File: src/rtl/rv32i_mem_stage.sv
// RV32I memory-access stage: drives the synchronous data RAM port, aligns and
// extends load data one cycle later, flags misaligned accesses, counts accesses.
module rv32i_mem_stage #(
  parameter int unsigned CNT_W = 16
) (
  input  logic             clk,
  input  logic             reset,
  input  logic             stall,
  input  logic             ex_valid,
  input  logic [31:0]      ex_alu_out,
  input  logic [31:0]      ex_rs2_data,
  input  logic             ex_we,
  input  logic             ex_re,
  input  logic [1:0]       ex_width,
  input  logic             ex_sign,
  input  logic [4:0]       ex_rd,
  input  logic             ex_wbwe,
  output logic [31:0]      d_addr,
  output logic             d_we,
  output logic [3:0]       d_be,
  output logic [31:0]      d_wdata,
  input  logic [31:0]      d_rdata,
  output logic             wb_valid,
  output logic [4:0]       wb_rd,
  output logic             wb_wbwe,
  output logic [31:0]      wb_data,
  output logic             wb_misalign,
  output logic [CNT_W-1:0] load_cnt,
  output logic [CNT_W-1:0] store_cnt,
  output logic [CNT_W-1:0] misalign_cnt
);

  localparam int unsigned XLEN   = 32;
  localparam int unsigned RD_W   = 5;
  localparam logic [1:0]  W_BYTE = 2'b00;
  localparam logic [1:0]  W_HALF = 2'b01;
  localparam logic [1:0]  W_WORD = 2'b10;
  localparam logic [CNT_W-1:0] CNT_MAX = '1;

  typedef struct packed {
    logic            valid;
    logic [XLEN-1:0] addr;
    logic [1:0]      bank;
    logic [1:0]      width;
    logic            sign;
    logic            load;
    logic [RD_W-1:0] rd;
    logic            wbwe;
    logic            misalign;
    logic [XLEN-1:0] alu;
  } m_t;

  typedef struct packed {
    logic            valid;
    logic [RD_W-1:0] rd;
    logic            wbwe;
    logic            misalign;
    logic [XLEN-1:0] data;
  } wb_t;

  m_t  m_q, m_d;
  wb_t wb_q, wb_d;
  logic [CNT_W-1:0] load_cnt_q, load_cnt_d;
  logic [CNT_W-1:0] store_cnt_q, store_cnt_d;
  logic [CNT_W-1:0] misalign_cnt_q, misalign_cnt_d;

  logic [1:0]      bank;
  logic            misalign;
  logic            accept;
  logic [XLEN-1:0] ld_shift;
  logic [XLEN-1:0] ld_ext;

  assign bank   = ex_alu_out[1:0];
  assign accept = ex_valid & ~stall;

  // Alignment check applies only to memory operations.
  always_comb begin
    misalign = 1'b0;
    if (ex_we || ex_re) begin
      case (ex_width)
        W_BYTE:  misalign = 1'b0;
        W_HALF:  misalign = bank[0];
        W_WORD:  misalign = |bank;
        default: misalign = 1'b1;
      endcase
    end
  end

  // RAM data port; during a stall the held M address is replayed so d_rdata stays put.
  always_comb begin
    d_addr  = stall ? m_q.addr : ex_alu_out;
    d_we    = accept & ex_we & ~misalign;
    d_wdata = ex_rs2_data << {bank, 3'b000};
    d_be    = 4'b0000;
    if (d_we) begin
      case (ex_width)
        W_BYTE:  d_be = 4'b0001 << bank;
        W_HALF:  d_be = 4'b0011 << bank;
        default: d_be = 4'b1111;
      endcase
    end
  end

  always_comb begin
    m_d = m_q;
    if (!stall) begin
      m_d.valid    = ex_valid;
      m_d.addr     = ex_alu_out;
      m_d.bank     = bank;
      m_d.width    = ex_width;
      m_d.sign     = ex_sign;
      m_d.load     = ex_valid & ex_re;
      m_d.rd       = ex_rd;
      m_d.wbwe     = ex_valid & ex_wbwe & ~misalign;
      m_d.misalign = ex_valid & misalign;
      m_d.alu      = ex_alu_out;
    end
  end

  // Lane-align the returned word and extend to the access width.
  always_comb begin
    ld_shift = d_rdata >> {m_q.bank, 3'b000};
    case (m_q.width)
      W_BYTE:  ld_ext = {{24{m_q.sign & ld_shift[7]}}, ld_shift[7:0]};
      W_HALF:  ld_ext = {{16{m_q.sign & ld_shift[15]}}, ld_shift[15:0]};
      default: ld_ext = ld_shift;
    endcase
  end

  always_comb begin
    wb_d = wb_q;
    if (!stall) begin
      wb_d.valid    = m_q.valid;
      wb_d.rd       = m_q.rd;
      wb_d.wbwe     = m_q.wbwe;
      wb_d.misalign = m_q.misalign;
      if (m_q.load) begin
        wb_d.data = m_q.misalign ? '0 : ld_ext;
      end else begin
        wb_d.data = m_q.alu;
      end
    end
  end

  // Saturating per-type counters, advanced only on accepted operations.
  always_comb begin
    load_cnt_d     = load_cnt_q;
    store_cnt_d    = store_cnt_q;
    misalign_cnt_d = misalign_cnt_q;
    if (accept) begin
      if (ex_re && (load_cnt_q != CNT_MAX)) begin
        load_cnt_d = load_cnt_q + CNT_W'(1);
      end
      if (ex_we && !misalign && (store_cnt_q != CNT_MAX)) begin
        store_cnt_d = store_cnt_q + CNT_W'(1);
      end
      if (misalign && (misalign_cnt_q != CNT_MAX)) begin
        misalign_cnt_d = misalign_cnt_q + CNT_W'(1);
      end
    end
  end

  always_ff @(posedge clk or posedge reset) begin
    if (reset) begin
      m_q            <= '0;
      wb_q           <= '0;
      load_cnt_q     <= '0;
      store_cnt_q    <= '0;
      misalign_cnt_q <= '0;
    end else begin
      m_q            <= m_d;
      wb_q           <= wb_d;
      load_cnt_q     <= load_cnt_d;
      store_cnt_q    <= store_cnt_d;
      misalign_cnt_q <= misalign_cnt_d;
    end
  end

  assign wb_valid     = wb_q.valid;
  assign wb_rd        = wb_q.rd;
  assign wb_wbwe      = wb_q.wbwe;
  assign wb_data      = wb_q.data;
  assign wb_misalign  = wb_q.misalign;
  assign load_cnt     = load_cnt_q;
  assign store_cnt    = store_cnt_q;
  assign misalign_cnt = misalign_cnt_q;

endmodule

File: config.mk
export PLATFORM = sky130hd
export DESIGN_NAME = rv32i_mem_stage
export DESIGN_NICKNAME = d
export VERILOG_FILES = /design/src/rtl/rv32i_mem_stage.sv
export SDC_FILE = /design/constraint.sdc
export NUM_CORES = 1
export LEC_CHECK = 0
export ABC_AREA = 1
export CORE_MARGIN = 5
export CORE_UTILIZATION = 43
export DETAILED_ROUTE_END_ITERATION = 16
export PLACE_DENSITY_LB_ADDON = 0.3
export SETUP_SLACK_MARGIN = 0.1
export SLEW_MARGIN = 15
export SYNTH_ARGS = -nofsm -noshare
export SYNTH_HDL_FRONTEND = slang
export SYNTH_SLANG_ARGS = --single-unit
export TNS_END_PERCENT = 30
File: constraint.sdc
create_clock -name clk -period 5 [get_ports clk]
set_input_delay 0.5 -clock clk [delete_from_list [all_inputs] [get_ports clk]]
set_output_delay 0.5 -clock clk [all_outputs]
set_load 0.03 [all_outputs]
# Word-level counts from Yosys, hierarchy flattened
# Cells that the tools add are included.
# Widths: inputs -> output; s select.
[totals]
in_bits = 111
regBits = 134
output_inout_bits = 157
[op_classes]
addsub = 3
muxes = 8
n_reduce_logical = 12
shift = 4
bitwise_logic = 11
n_eq_ne = 6
[ops]
columns = ["op", "n"]
rows = [
  ["$mux 32", 3],
  ["$pmux 32 s2", 1],
  ["$add 16x1->16 const B", 3],
  ["$ne 16x16->1 const B", 3],
  ["$shl 32x5->32", 1],
  ["$shr 32x5->32", 1],
  ["$and 1x1->1", 9],
  ["$pmux 4 s2", 1],
  ["$reduce_and 2->1", 3],
  ["$eq 2x1->1 const B", 2],
  ["$logic_and 1x1->1", 4],
  ["$logic_not 2->1", 2],
  ["$mux 4", 1],
  ["$shl 1x2->4 const A", 1],
  ["$shl 2x2->4 const A", 1],
  ["$pmux 1 s3", 1],
  ["$eq 2x2->1 const B", 1],
  ["$not 1->1", 2],
  ["$reduce_or 2->1", 1],
  ["$logic_not 1->1", 1],
  ["$logic_or 1x1->1", 1],
  ["$mux 1", 1],
]

# Longest topological paths before layout
# Gate-level depths: netlist (run 1).
[depth]
word_depth = 7
depth_mapped = 11

# Worst setup path after synthesis (run 1)
# No wires, ideal clock.
[synth_path]
path_kind = "input to output"
start = "input port ex_alu_out[0]"
end = "output port d_wdata[23]"
arrival_ns = 1.756
slack_ns = 2.744
cell_stages = 4
t_required_ns = 4.500
cell_sequence = "buf_6 clkbuf_1 nor2_1 o32ai_1"
[synth_via]
elab_chain_cells = 1
[synth_rtl]
columns = ["item", "line", "rtl"]
rows = [
  ["from (decl)", "10", "input logic [31:0] ex_alu_out,"],
  ["$shl 32x5->32", "93", "d_wdata = ex_rs2_data << {bank, 3'b000};"],
  ["to (decl)", "21", "output logic [31:0] d_wdata,"],
]
# No other way between the ends.

# Final worst setup path (run 1)
[layout_path]
start = "input port ex_alu_out[0]"
end = "output port d_be[1]"
[layout_via]
elab_chain_cells = 6
word_cells_on_any_way = 9
classes_between = "2 x shift; 4 x mux; 2 x bitwise; 1 x reduce/logical"
[layout_rtl]
columns = ["item", "line", "rtl"]
rows = [
  ["$reduce_or 2->1", "83", "W_WORD: misalign = |bank;"],
  ["$pmux 1 s3", "80", "case (ex_width)"],
  ["$mux 1", "79", "if (ex_we || ex_re) begin"],
  ["$not 1->1", "92", "d_we = accept & ex_we & ~misalign;"],
  ["$and 1x1->1", "92", ""],
  ["$mux 4 (*)", "95", "if (d_we) begin"],
  ["to (decl)", "20", "output logic [3:0] d_be,"],
]
# Mark *: on every way between the ends. The rest lies on a longest branch, timed or not.

==> out/metrics.yaml, run 1 <==
timing.setup.critical_path_class: "input port to primary output"
vdd_ir_drop_max_mv: 0.215
hp-class: "register to register"
power_leakage_nw: 5.05
post-synth-top-area-fraction: 0.426
routedWlPerCell_um: 15.7
routed_wl_mm: 24.4
cap_viol_max_count: 0
post-dp-hpwl_mm: 18.2
setup_viol: 0
num_vias: 7800
die-area_mm2: 0.0208
dieHeight_um: 144
rows: 49
layout-drive-gt1-share: 0.0695
setup_crit_end_kind: "primary output"
ys.warnings.count: 0
grt_setup_unrepaired: "false"
netlist-cell-type-count: 42
timing_hold_violations_final: 0
filler_cell_count: 1592
placement.io_buffers: 267
critical_path.startpoint: "ex_alu_out[0]"
yosys-top-cells-area: "dfrtp_1, nand2_1, a21oi_1"
globalRouteTotalUtil: 0.236
antenna_found_initial: 0
fin_worst_skew_ps: 8.85
critical_path_peak_fanout: 25
synthTopCellsByCount: "nand2_1, dfrtp_1, nor2_1"
number_of_synthesized_flops_with_an_enable_pin: 0
asyncSetResetFlopFracSynth: 1.00
clock_latency_at_the_later_pin_of_the_worst_skew_pair_ps: 420
rr_startpoint: "m_q[1]$_DFFE_PP0N_"
post_synth.cell_area_avg_um2: 7.25
synth_sequential_area_ratio: 0.426
run_status: "complete, no violations"
met3RoutedLength_mm: 2.07
layout.cell_area.non_filler_mm2: 0.0111
synthesis.nets: 1183
layout_worst_path_cycle_share: 0.696
drt-met1-wl_mm: 9.90
p_per_area_mw_per_mm2: 360
cts_htree_levels: 4
met2_wirelength_mm: 11.8
antenna-diode-count: 0
clock.fmax_mhz: 287
placed_area_mm2: 0.0105
coreArea_mm2: 0.0178
remaining_drc_errors: 0
drt_pre_antenna_iters: 4
grt_first_pass_wirelength_mm: 38.8
synthCells: 1069
worst_ep_arrival_time_ps: 2980
report.final.slew_viol_count: 0
fin_nets: 1424
globalRoute.totalOverflow: 0
cts_tree: "done"
max-slew-margin-rel: 0.281
ioPinCount: 268
post_route_minimum_period_ps: 3480
cts.root.buffer_cell: "clkbuf_16"
critPathLaunchType: "input port"
synthFlopType: "dfrtp_1"
cts.reportedPaths.clkPinSlew_ps: 50
starting_density: 0.434
post_synth_instance_area_mm2: 0.00775
syn_to_final_growth_pct: 42.9
worst_ep_required_time_ps: 4500
viasPerCell: 5.03
post-synth-top-count-cell: "nand2_1"
ctsResizeCount: 0
die-width_um: 144
highest_routing_layer_actually_used: "met4"
first_global_vias: 7496
design_power_total_mw: 3.99
cts-hold-fix-buffers: 0
worst_slew_pin_slew_ps: 1080
cts-root-to-sink-buffers: 2
timing.setup.tns_ps: 0
holdCritStartpoint: "m_q[36]$_DFFE_PP0N_"
drtIter0Drc: 442
cts_buffers: 17
antenna_violating_nets_left: 0
synth_seq_cells: 132
netlist.top_cell.by_area: "dfrtp_1"
routability_congestion_estimate_from_global_placement: 0.904
post_cts_buffers: 0
clkSinkCount: 132
grt_max_degree: 102
[critical path: stages]
cell,delay [ps]
clkdlybuf4s50_1,740
buf_4,330
inv_1,280
o21ai_0,200
a21oi_1,100
nor2_1,120
clkdlybuf4s50_1,700
[placed cells by master (no fill, tap or decap), types with 8 or more instances in the layout]
cell,netlist,final
a22oi_1,8,8
buf_4,2,8
dfrtp_1,132,132
o21ai_2,15,15
clkbuf_16,0,17
nand4_1,12,12
xor2_1,17,17
nor2_1,90,90
clkdlybuf4s50_1,0,266
o21ai_0,40,40
inv_1,62,61
nand3_1,57,57
a21oi_1,89,89
nand2_1,414,414
xnor2_1,14,14
o22ai_1,8,8
[worst paths after layout]
| check | slack, ps | cells past startpoint | to |
|---|---|---|---|
| worst min register to register | 470 | 2 | wb_rd[2]$_DFFE_PP0N_ |
| worst max register to register | 2560 | 6 | wb_data[17]$_DFFE_PP0N_ |
| worst min-delay path | 470 | 2 | wb_rd[2]$_DFFE_PP0N_ |
| max in group asynchronous | 3330 | 3 | wb_data[6]$_DFFE_PP0N_ |
| worst max-delay path | 1520 | 7 | d_be[1] |
| min in group asynchronous | 650 | 2 | misalign_cnt[2]$_DFFE_PP0P_ |
[cell type report]
cell class,count,area (um^2),share of cell area
Tap cell,229,287,0.0259
Clock buffer,23,488,0.0441
Timing Repair Buffer,274,2720,0.246
Sequential cell,132,3300,0.298
Clock inverter,9,124,0.0112
Multi-Input combinational cell,813,3860,0.349
Inverter,72,284,0.0256
[power by group]
group          internal (mW)  switching, mW  leakage, nW
sequential              1.22          0.153         1.62
combinational          0.534          0.788         3.13
clock                  0.835          0.457        0.307
[routing by layer]
metal / GRT usage / vias up
met2: 0.397 / 266
met1: 0.289 / 3578
met3: 0.0688 / 39
met4: 0.0864 / 0
li1: - / 3917
met5: 0 / -
[sequential cells by signal, indices dropped and copies added (netlist names)]
| register | flops |
|---|---|
| wb_rd | 5 |
| store_cnt | 16 |
| misalign_cnt | 16 |
| m_q | 44 |
| wb_wbwe | 1 |
| wb_misalign | 1 |
| load_cnt | 16 |
| wb_valid | 1 |
| wb_data | 32 |
[stage by stage]
step           cells  worst slack, ps   util  hold WS (ps)
6_report        1552             1520  0.621           467
5_1_grt         1552             1360  0.621           486
4_1_cts         1552             1530  0.621           470
3_5_place_dp    1520             1540  0.586           458
3_3_place_gp    1520             1520  0.586           450
2_1_floorplan   1069              974      -           442
[logic make-up after synthesis]
kind of cell / after synthesis / synth area share
compound gates: 170 / 0.125
xor+xnor: 31 / 0.0350
fa+ha+maj: 3 / 0.00484
buf+inv: 124 / 0.0749
flops: 132 / 0.426
simple gates: 609 / 0.334
(Power assumes the default switching activity.)
==> run 2: changes to the inputs <==
--- a/config.mk
+++ b/config.mk
@@ -7,7 +7,7 @@
 export LEC_CHECK = 0
 export ABC_AREA = 1
 export CORE_MARGIN = 5
-export CORE_UTILIZATION = 43
+export CORE_UTILIZATION = 42
 export DETAILED_ROUTE_END_ITERATION = 16
 export PLACE_DENSITY_LB_ADDON = 0.3
 export SETUP_SLACK_MARGIN = 0.1
==> constraint.sdc (replaced) <==
create_clock -name clk -period 2.9 [get_ports clk]
set_input_delay 0.29 -clock clk [delete_from_list [all_inputs] [get_ports clk]]
set_output_delay 0.29 -clock clk [all_outputs]
set_load 0.03 [all_outputs]
==> run 2 against run 1 <==
  * Die area rose by 2.2%
  * Via count rose by 1.1%
  * Worst hold slack got worse by 140 ps
==> out/metrics.yaml, run 2 (synthesis gave the netlist of run 1 again) <==
layout.cells.most_common: "nand2_1"
ff2ff_path_depth: 7  # +1
cts.root.buffer_cell: "clkbuf_16"
cp_top_family: "buffers and inverters"
layoutNonFillerInstCount: 1559  # +0.45%
slowest_cell_on_crit_path: "clkdlybuf4s50_1"
cpPeakStageDelay_ps: 440  # -300 ps
run_status: "complete, no violations"
ioPinCount: 268  # unchanged
coreArea_mm2: 0.0181  # +1.4%
remaining_drc_errors: 0  # unchanged
layout_worst_path_cycle_share: 0.789
rows: 49  # unchanged
post_route_minimum_period_ps: 2290
first_global_vias: 7594  # +1.3%
layout-drive-gt1-share: 0.0993  # +0.0298
cts-hold-fix-buffers: 0  # unchanged
filler_cell_count: 1612  # +1.3%
drt_pre_antenna_iters: 6  # +2
dieHeight_um: 146  # +1.1%
setup_viol: 0  # unchanged
holdPathStages: 3  # +1
globalRoute.totalOverflow: 0  # unchanged
max-slew-margin-rel: 0.519  # +0.239
cts_tree: "done"
die-area_mm2: 0.0213  # +2.2%
globalRouteTotalUtil: 0.227  # -0.00944
num_vias: 7882  # +1.1%
worst_ep_required_time_ps: 2610  # -1890 ps
cap_viol_max_count: 0  # unchanged
grt_max_degree: 133  # +30%
p_per_area_mw_per_mm2: 623  # +73%
cts.reportedPaths.clkPinSlew_ps: 60  # about the same
antenna_found_initial: 1  # +1
ctsResizeCount: 0  # unchanged
timing_hold_violations_final: 0  # unchanged
viasPerCell: 5.06  # +0.60%
setup_crit_end_kind: "primary output"
cts-root-to-sink-buffers: 2  # unchanged
largest-register: "m_q"
fin_worst_skew_ps: 8.22  # -0.630 ps
routedWlPerCell_um: 15.5  # -1.4%
report.final.slew_viol_count: 0  # unchanged
worst_slew_pin_slew_ps: 721  # -357 ps
post-dp-hpwl_mm: 17.7  # -2.6%
timing.critical_path.buf_inv: 4  # unchanged
critPathLaunchType: "input port"
critical_path_peak_fanout: 37  # +48%
clock.fmax_mhz: 437
placement.io_buffers: 267  # unchanged
starting_density: 0.428  # -0.00589
hp-class: "input port to register"
die-width_um: 146  # +1.1%
routed_wl_mm: 24.2  # -1.0%
power_leakage_nw: 5.14  # +1.7%
crit_cells: 7  # unchanged
timing.setup.tns_ps: 0  # unchanged
grt_setup_unrepaired: "false"
antenna_violating_nets_left: 0  # unchanged
timing.setup.critical_path_class: "input port to primary output"
syn_to_final_growth_pct: 43.9
fin_nets: 1430  # +0.42%
worst_ep_arrival_time_ps: 2000  # -980 ps
critical_path_cell_by_cell: "clkdlybuf4s50_1 > buf_12 > inv_1 > o21ai_0 > a21oi_1 > nor2_1 > buf_4"
clkSinkCount: 132  # unchanged
post_cts_buffers: 0  # unchanged
placed_cell_count: 1526  # +0.39%
vdd_ir_drop_max_mv: 0.391  # +82%
layout.cells.most_common_list: "nand2_1, clkdlybuf4s50_1, dfrtp_1, nor2_1, a21oi_1"
cts_htree_levels: 4  # unchanged
largest_register_ffs: 44  # unchanged
clock_latency_at_the_later_pin_of_the_worst_skew_pair_ps: 410  # about the same
routability_congestion_estimate_from_global_placement: 0.902  # -0.13%
grt_first_pass_wirelength_mm: 39.5  # +1.8%
cts_buffers: 17  # unchanged
drtIter0Drc: 520  # +18%
==> run 2: metrics by stage <==
stage	hold WS [ps]	area, um^2	total power, mW	setup slack (ps)	util
after floorplan	400	7750	3.72	973	-
after global placement	446	10500	4.66	636	0.582
after detailed placement	452	10500	4.68	615	0.582
after CTS	304	11100	7.02	618	0.616
after global routing	337	11100	7.31	453	0.616
final	323	11100	6.95	612	0.616
==> run 2: area by class of cell <==
type                       instances  area [um^2]  area share
tap                              229          287      0.0257
antenna                            1         2.50    0.000224
multi-input combinational        813         3860       0.347
sequential                       132         3300       0.296
timing repair buffer             280         2790       0.250
clock inverter                    13          181      0.0163
clock buffer                      19          443      0.0397
inverter                          72          283      0.0254
==> run 2: final timing paths <==
kind                                startpoint                        to  slack, ps
setup / recovery                 ex_alu_out[0]                   d_be[3]        610
hold / removal                           stall        m_q[2]$_DFFE_PP0N_        320
setup reg to reg           m_q[43]$_DFFE_PP0N_   wb_data[31]$_DFFE_PP0N_       1020
hold reg to reg            m_q[38]$_DFFE_PP0N_      wb_rd[4]$_DFFE_PP0N_        470
max in group asynchronous                reset       m_q[14]$_DFFE_PP0N_       1930
min in group asynchronous                reset  store_cnt[5]$_DFFE_PP0P_        440
==> run 2: routing by layer <==
metal,vias to the layer above,share of wire,GRT usage
met5,-,0,0
met4,0,0.033,0.0992
met2,285,0.47,0.363
met3,47,0.073,0.0604
met1,3623,0.43,0.289
li1,3927,-,-
==> run 2: tightest hold or removal path, cell delays in order <==
cell	delay, ps
buf_4	230
nand2_1	100
nand2_1	60
==> run 2: power breakdown <==
group	switching, mW	internal [mW]	total (mW)
Combinational	1.37	0.932	2.30
Sequential	0.256	2.10	2.36
Clock	0.834	1.46	2.29
==> run 3: changes to the inputs <==
==> constraint.sdc (replaced) <==
create_clock -name clk -period 2.1 [get_ports clk]
set_input_delay 0.21 -clock clk [delete_from_list [all_inputs] [get_ports clk]]
set_output_delay 0.21 -clock clk [all_outputs]
set_load 0.03 [all_outputs]
==> run 3 against run 2 <==
  * Global-route usage fell by 0.13 points
  * Worst hold slack got worse by 190 ps
  * Clock-buffer cell count rose by 1
  * Total power rose by 39%
  * Routed wire length rose by 1.6%
  * Critical endpoint is now d_be[0]
  * First-iteration DRC count fell by 16%
  * Clock skew rose by 4.0 ps
  * Largest cell class unchanged
  * Flip-flop and latch count did not move
  * Combinational power rose by 40%
  * Die area did not move
==> out/metrics.yaml, run 3 (synthesis gave the netlist of run 1 again) <==
cap_viol_max_count: 0  # unchanged
coreArea_mm2: 0.0181  # unchanged
post_route_minimum_period_ps: 1930
hp-class: "input port to async pin"
placed_area_mm2: 0.0107  # +1.4%
drtIter0Drc: 435  # -16%
layout-drive-gt1-share: 0.117  # +0.0179
cts_tree: "done"
post_cts_buffers: 0  # unchanged
first_global_vias: 7869  # +3.6%
worst_r2r_endpoint: "load_cnt[12]$_DFFE_PP0P_"
fin_nets: 1449  # +1.3%
globalRouteTotalUtil: 0.225  # -0.00130
max-slew-margin-rel: 0.670  # +0.151
ff2ff_path_depth: 7  # unchanged
met3RoutedLength_mm: 1.92  # +9.1%
placed_cell_count: 1545  # +1.2%
ff2ff_setup_slack_ps: 270  # -750 ps
vdd_ir_drop_max_mv: 0.545  # +39%
ioPinCount: 268  # unchanged
routability_congestion_estimate_from_global_placement: 0.948  # +5.0%
die-width_um: 146  # unchanged
largest_register_ffs: 44  # unchanged
cts_htree_levels: 4  # unchanged
cts_buffers: 17  # unchanged
placement.io_buffers: 267  # unchanged
timing.setup.tns_ps: 0  # unchanged
globalRoute.totalOverflow: 0  # unchanged
cts.reportedPaths.clkPinSlew_ps: 60  # about the same
timing.setup.critical_path_class: "input port to primary output"
layout.cells.most_common: "nand2_1"
layoutNonFillerInstCount: 1577  # +1.2%
layout.cell_area.non_filler_mm2: 0.0113  # +1.3%
timing_hold_violations_final: 0  # unchanged
starting_density: 0.428  # unchanged
setup_crit_end_kind: "primary output"
die-area_mm2: 0.0213  # unchanged
layout_worst_path_cycle_share: 0.921
hold_slack_ps: 129  # -194 ps
grt_first_pass_wirelength_mm: 39.4  # -0.17%
worst_slew_pin_slew_ps: 493  # -228 ps
highest_routing_layer_actually_used: "met4"
rows: 49  # unchanged
critPathLaunchType: "input port"
dieHeight_um: 146  # unchanged
fin_worst_skew_ps: 12.2  # +3.96 ps
critical_path_peak_fanout: 6  # -84%
largest-register: "m_q"
rr_startpoint: "load_cnt[0]$_DFFE_PP0P_"
cts.root.buffer_cell: "clkbuf_16"
design_power_total_mw: 9.64  # +39%
grt_setup_unrepaired: "true"
worst_ep_required_time_ps: 1890  # -720 ps
cts-root-to-sink-buffers: 2  # unchanged
clock_latency_at_the_later_pin_of_the_worst_skew_pair_ps: 420  # about the same
layout.cells.most_common_list: "nand2_1, clkdlybuf4s50_1, dfrtp_1, nor2_1, a21oi_1"
report.final.slew_viol_count: 0  # unchanged
remaining_drc_errors: 0  # unchanged
cts-hold-fix-buffers: 0  # unchanged
antenna_found_initial: 0  # -1
clkSinkCount: 132  # unchanged
worst_ep_arrival_time_ps: 1720  # -280 ps
power_leakage_nw: 5.27  # +2.6%
ctsResizeCount: 0  # unchanged
setup_viol: 0  # unchanged
drt-met1-wl_mm: 10.3  # -0.37%
run_status: "complete, no violations"
p_per_area_mw_per_mm2: 853  # +37%
num_vias: 7993  # +1.4%
grt_max_degree: 63  # -53%
met2_wirelength_mm: 11.6  # +3.0%
drt_pre_antenna_iters: 5  # -1
syn_to_final_growth_pct: 45.8
routedWlPerCell_um: 15.6  # +0.46%
post-dp-hpwl_mm: 18.6  # +5.3%
viasPerCell: 5.07  # +0.25%
antenna_violating_nets_left: 0  # unchanged
clock.fmax_mhz: 517
routed_wl_mm: 24.6  # +1.6%
antenna-diode-count: 0  # -1
run 3: cell count changes in the layout (fill, tap and decap cells not counted), sizes merged:
cell | before | now
buf | 47 | 73
clkbuf | 19 | 20
clkdlybuf4s50 | 233 | 225
clkinv | 6 | 8
clkinvlp | 6 | 2
diode | 1 | 0
dlymetal6s2s | 0 | 1
inv | 69 | 70
run 3: how the worst max path moves through the flow:
stage | startpoint | to | slack, ps | cells after the start
6_report | ex_alu_out[0] | d_be[0] | 170 | 8
4_1_cts | ex_alu_out[0] | d_be[0] | 140 | 8
3_3_place_gp | ex_alu_out[0] | d_be[0] | 180 | 8
2_1_floorplan | reset | load_cnt[0]$_DFFE_PP0P_ | 250 | 1
5_1_grt | ex_alu_out[0] | d_be[3] | 90 | 8
3_5_place_dp | ex_alu_out[0] | d_be[0] | 140 | 8
run 3: critical path, stage by stage:
cell and delay, ps:
clkdlybuf4s50_1 460, buf_4 170, nor2_4 90, nand2_2 70, nand3_4 100, nand3_4 160, a21oi_1 300, buf_12 160
run 3: power breakdown:
| part | internal, mW | switching [mW] | total, mW |
|---|---|---|---|
| registers | 2.90 | 0.356 | 3.26 |
| logic | 1.32 | 1.90 | 3.22 |
| clock network | 2.02 | 1.14 | 3.16 |
run 3: per-layer routing:
layer / GRT usage / vias up
li1: - / 3966
met1: 0.277 / 3682
met2: 0.377 / 301
met3: 0.0651 / 44
met4: 0.0840 / 0
met5: 0 / -
run 3: through the flow:
step,utilization,setup slack [ps]
6_report,0.625,167
5_1_grt,0.625,91.5
4_1_cts,0.625,138
3_5_place_dp,0.590,141
3_3_place_gp,0.590,183
2_1_floorplan,-,253
run 3: final cells by class:
type                       instances  area (um^2)
inverter                          72          283
clock inverter                    12          178
timing repair buffer             299         2940
multi-input combinational        813         3860
tap                              229          287
sequential                       132         3300
clock buffer                      20          447
fill                            1611         6790
